==> src/rtl/adc_capture_ctrl.sv <==
// Dual-channel ADC frame capture: on a trigger, L consecutive A/B sample pairs
// are packed into 32-bit beats and streamed out through a small FIFO.
module adc_capture_ctrl #(
  parameter int DATA_W     = 14,
  parameter int LEN_W      = 16,
  parameter int FIFO_DEPTH = 16
) (
  input  logic              clk_i,
  input  logic              rst_i,
  input  logic              trig_i,
  input  logic [DATA_W-1:0] adc_a_i,
  input  logic [DATA_W-1:0] adc_b_i,
  input  logic [LEN_W-1:0]  cfg_len_i,
  output logic [31:0]       m_tdata_o,
  output logic              m_tvalid_o,
  input  logic              m_tready_i,
  output logic              m_tlast_o,
  output logic              busy_o,
  output logic              overflow_o,
  output logic              trig_lost_o
);

  localparam int AW  = $clog2(FIFO_DEPTH);
  localparam int EXT = 16 - DATA_W;

  typedef enum logic [1:0] {IDLE, CAPTURE, DRAIN} state_e;

  state_e           state_q, state_d;
  logic [LEN_W-1:0] len_q, len_d;
  logic [LEN_W-1:0] cnt_q, cnt_d;
  logic [AW-1:0]    wr_ptr_q, wr_ptr_d;
  logic [AW-1:0]    rd_ptr_q, rd_ptr_d;
  logic [AW:0]      count_q, count_d;
  logic             overflow_q, overflow_d;
  logic             trig_lost_q, trig_lost_d;
  logic             busy_q, busy_d;

  logic [32:0]      mem [FIFO_DEPTH];
  logic [32:0]      rd_word;
  logic [31:0]      beat;
  logic             wr_req, wr_last, wr_ok, rd_fire, full;

  assign beat = {{{EXT{adc_a_i[DATA_W-1]}}, adc_a_i},
                 {{EXT{adc_b_i[DATA_W-1]}}, adc_b_i}};

  always_comb begin
    state_d     = state_q;
    len_d       = len_q;
    cnt_d       = cnt_q;
    trig_lost_d = 1'b0;
    wr_req      = 1'b0;
    wr_last     = 1'b0;

    // Full is judged on the registered occupancy, so a same-cycle read never
    // makes room for a write.
    full    = (count_q == (AW+1)'(FIFO_DEPTH));
    rd_fire = (count_q != '0) && m_tready_i;

    case (state_q)
      IDLE: begin
        if (trig_i && (cfg_len_i != '0)) begin
          len_d   = cfg_len_i;
          cnt_d   = LEN_W'(1);
          wr_req  = 1'b1;
          wr_last = (cfg_len_i == LEN_W'(1));
          state_d = wr_last ? DRAIN : CAPTURE;
        end else begin
          trig_lost_d = trig_i;
        end
      end
      CAPTURE: begin
        trig_lost_d = trig_i;
        wr_req      = 1'b1;
        wr_last     = (cnt_q == len_q - LEN_W'(1));
        cnt_d       = cnt_q + LEN_W'(1);
        if (wr_last) state_d = DRAIN;
      end
      DRAIN: begin
        trig_lost_d = trig_i;
        if (count_q == '0) state_d = IDLE;
      end
      default: state_d = IDLE;
    endcase

    wr_ok      = wr_req && !full;
    overflow_d = overflow_q | (wr_req & full);
    wr_ptr_d   = wr_ok   ? wr_ptr_q + AW'(1) : wr_ptr_q;
    rd_ptr_d   = rd_fire ? rd_ptr_q + AW'(1) : rd_ptr_q;
    count_d    = count_q + (AW+1)'(wr_ok) - (AW+1)'(rd_fire);
    busy_d     = (state_d != IDLE);
  end

  // NOTE: sequential state uses non-blocking assignments only, so every flop
  // samples the pre-edge values computed above.
  always_ff @(posedge clk_i) begin
    if (rst_i) begin
      state_q     <= IDLE;
      len_q       <= '0;
      cnt_q       <= '0;
      wr_ptr_q    <= '0;
      rd_ptr_q    <= '0;
      count_q     <= '0;
      overflow_q  <= 1'b0;
      trig_lost_q <= 1'b0;
      busy_q      <= 1'b0;
    end else begin
      state_q     <= state_d;
      len_q       <= len_d;
      cnt_q       <= cnt_d;
      wr_ptr_q    <= wr_ptr_d;
      rd_ptr_q    <= rd_ptr_d;
      count_q     <= count_d;
      overflow_q  <= overflow_d;
      trig_lost_q <= trig_lost_d;
      busy_q      <= busy_d;
    end
  end

  // NOTE: the storage array is not reset; pointer/occupancy reset makes any
  // stale contents unreachable.
  always_ff @(posedge clk_i) begin
    if (wr_ok && !rst_i) mem[wr_ptr_q] <= {wr_last, beat};
  end

  assign rd_word     = mem[rd_ptr_q];
  assign m_tvalid_o  = (count_q != '0);
  assign m_tdata_o   = m_tvalid_o ? rd_word[31:0] : 32'd0;
  assign m_tlast_o   = m_tvalid_o ? rd_word[32]   : 1'b0;
  assign busy_o      = busy_q;
  assign overflow_o  = overflow_q;
  assign trig_lost_o = trig_lost_q;

endmodule
==> config.mk <==
export PLATFORM = sky130hd
export DESIGN_NAME = adc_capture_ctrl
export DESIGN_NICKNAME = d
export VERILOG_FILES = /design/src/rtl/adc_capture_ctrl.sv
export SDC_FILE = /design/constraint.sdc
export NUM_CORES = 1
export LEC_CHECK = 0
export ABC_CLOCK_PERIOD_IN_PS = 4400
export BUFFER_PORTS_ARGS = -buffer_cell sky130_fd_sc_hd__buf_2
export CORE_UTILIZATION = 50
export DETAILED_ROUTE_END_ITERATION = 8
export PLACE_DENSITY_LB_ADDON = 0.2
export SYNTH_ARGS = -nofsm -noshare
export SYNTH_HDL_FRONTEND = slang
export SYNTH_SLANG_ARGS = --single-unit
==> constraint.sdc <==
create_clock -name clk_i -period 4.4 [get_ports clk_i]
set_clock_uncertainty 0.15 [all_clocks]
set_input_delay 0.44 -clock clk_i [delete_from_list [all_inputs] [get_ports clk_i]]
set_output_delay 0.44 -clock clk_i [all_outputs]
set_load 0.02 [all_outputs]
==> out/results.ini <==
[hold_path]
hold_depth = 1
hold_class = in -> reg

[critical_path]
crit-reg2reg-capture = mem[10][32]
worstPathRequired_ns = 3.81
timing.rr.start = len_q[0]
crit_fanout = 62
endpoint_kind = output port
critPathKind = reg -> out
r2r_cells = 10
cpPeakStageDelay_ns = 0.66
endpoint = m_tdata_o[5]
worstPathCellList = buf_12 > mux4_2 > mux4_2 > and2_1 > buf_2
crit_arrival_ns = 3.12
rrSetupSlack_ns = 0.96
cp-start-kind = flip-flop
crit_path_frequent_cell = mux4_2
slowest_stage = mux4_2

[timing]
post-route-period-util_pct = 84.3
fin_ws_ns = 0.692
layout_min_cycle_time_ns = 3.71
worstMarginPinSlew_ns = 1.05
fin_setup_tns_ns = 0
hold_viol = 0
max_freq_mhz = 270
rsz0062_at_grt = no
maxSlewHeadroom_pct = 29.8
setup_viol = 0
finalMaxSlewViolations = 0

[run_status]
violations = DRC
status = finished, violations left

[placed_design]
dp_hpwl_um = 24800
port_buffers = 84
pre_cts_ws_ns = 0.835
place_congestion = 0.774

[layout]
finalNetCount = 1265
area_delta_synth_final_pct = 15.8
drive_above_1_share_pct = 29.5
multi_input_comb_area_um2 = 5430
final_common_cell = edfxtp_1
fillCellCount = 3003
final_cell_mix = edfxtp_1, mux4_2, buf_2, nand2_1, clkbuf_16
seqCellArea_um2 = 15000
final_util_pct = 58.7

[yosys]
synth_area_per_cell_um2 = 19.2
yosysWarnings = 0
syn_area_um2 = 20700
synth_area_leaders = edfxtp_1, mux4_2, dfxtp_1
synthXorXnorAreaFrac_pct = 1.44
syn-num-nets = 1140
ys_async_sr_fraction_pct = 0
synth_edf_count = 464
yosys.area.top_type = edfxtp_1
synthSimpleGateAreaFrac_pct = 4.96
synth_top_area_share_pct = 67.5
synthAdderAreaFrac_pct = 1.13
synth_cells = 1074
synthMuxAreaShare_pct = 15.9
synthFlopType = edfxtp_1
synth_top_family_by_area = multiplexers
synth_seq_cells = 518
synth_compound_area_share_pct = 2.39
synthDistinctLibCells = 57
yosysSeqAreaShare_pct = 72.7

[clock_tree]
post-cts-setup-buffer-count = 0
cts_tree = done
clock_latency_ns = 0.58
root_buffer = clkbuf_16
cts_resized = 0
numCtsBuffers = 52
clk_pin_slew_ns = 0.06
cts.sinks = 518
clockBufferDepth = 3
postCtsHoldBufs = 17
cts_max_level = 2

[die]
die_w_um = 205
die_h_um = 205
num_rows = 74
io_pins = 85
dieArea_um2 = 42100
start_util_pct = 50.7
fp.coreArea_um2 = 40700

[drt]
vias = 10184
routed_via_density = 5.74
drt_first_pass_iters = 7
ant_nets = 0
wl_um = 41800
wl_per_cell_um = 23.6
drtIter0Drc = 685
route.detailed.drc = 2

[power_and_ir_drop]
p_switching_mw = 3.41
total_power_mw = 13.0
comb_power_share_pct = 21.0
peakVddDrop_v = 0.000305
p_sw_share_pct = 26.2
p_int_mw = 9.60
pwr-share-seq_pct = 43.5
p_per_area_nw_per_um2 = 544
clkPwrFrac_pct = 35.5
p_leak_nw = 7.66

[grt]
grt_pass1_vias = 10648
grt_util_all_layers_pct = 20.7
grt_pass1_wl_um = 64100
grt_overflow_total = 0
antenna_found_initial = 1
grt_max_degree = 63

[run]
maxCapViolCount = 0

-- cell usage after synthesis (all sizes together) (4+ instances only) --
master  count
edfxtp    464
mux4      145
nand2      57
dfxtp      54
nor2       49
clkbuf     38
a21oi      32
and2       30
inv        21
buf        19
xnor2      18
ha         17
xor2       16
nor3       14
nand3      12
o21ai      12
nand4       7
or3         7
nor2b       6
a21o        4
nor4        4
-- layer usage --
layer	share of wire (%)	track usage (%)
met4	1.8	5.50
met1	42	28.1
met2	51	34.9
met5	0	0
met3	5.2	3.33
-- power by group through the flow --
stage	Sequential [mW]	Combinational [mW]	Clock, mW
after floorplan	5.67	2.07	0
after global placement	5.76	2.77	0
after detailed placement	5.77	2.78	0
after CTS	5.67	2.80	4.70
after global routing	5.68	2.97	4.88
final	5.66	2.73	4.61
-- how the worst min path moves through the flow --
stage | startpoint | slack, ns | to
after floorplan | len_q[15] | 0.30 | len_q[15]
after global placement | overflow_o | 0.28 | overflow_o
after detailed placement | overflow_o | 0.31 | overflow_o
after CTS | adc_b_i[0] | 0.05 | mem[3][0]
after global routing | adc_b_i[0] | 0.07 | mem[3][0]
final | adc_b_i[0] | 0.08 | mem[3][0]
-- metrics by stage --
step                      cells  area (µm²)  hold slack [ns]
after CTS                  1774       23900           0.0539
after detailed placement   1660       21900            0.305
after global placement     1660       21900            0.281
after global routing       1774       23900           0.0739
after floorplan            1074       20700            0.298
final                      1775       23900           0.0820
-- sequential cells by signal, indices dropped and copies added (netlist names), named ones only --
register / flops
cnt_q: 16
len_q: 16
state_q: 2
trig_lost_o: 1
overflow_o: 1
busy_o: 1
count_q: 5
wr_ptr_q: 4
mem: 464
rd_ptr_q: 4
-- cells by family (layout without fill, tap and decap cells) --
group                      Yosys count  count (layout)
buffers and inverters               78             246
other                                0               1
DFF                                518             518
and+or+nand+nor                    205             205
AOI/OAI and AO/OA                   75              75
adders and majority gates           18              18
xor gates and xnor gates            34              34
muxes                              146             146
-- layout make-up --
type / count / share of cell area (%)
Sequential cell: 518 / 62.8
Multi-Input combinational cell: 478 / 22.7
Clock buffer: 61 / 5.76
Timing Repair Buffer: 128 / 3.79
Tap cell: 532 / 2.78
Clock inverter: 36 / 1.78
Inverter: 21 / 0.330
Antenna cell: 1 / 0.0105
-- critical path: cells and delay by family, from the launching register on --
family | cells | cell delay (ns)
buffers and inverters | 2 | 0.64
multiplexers | 2 | 1.14
flip-flops | 1 | 0.54
AND/OR/NAND/NOR | 1 | 0.19
Power figures use the tool's default switching activity.
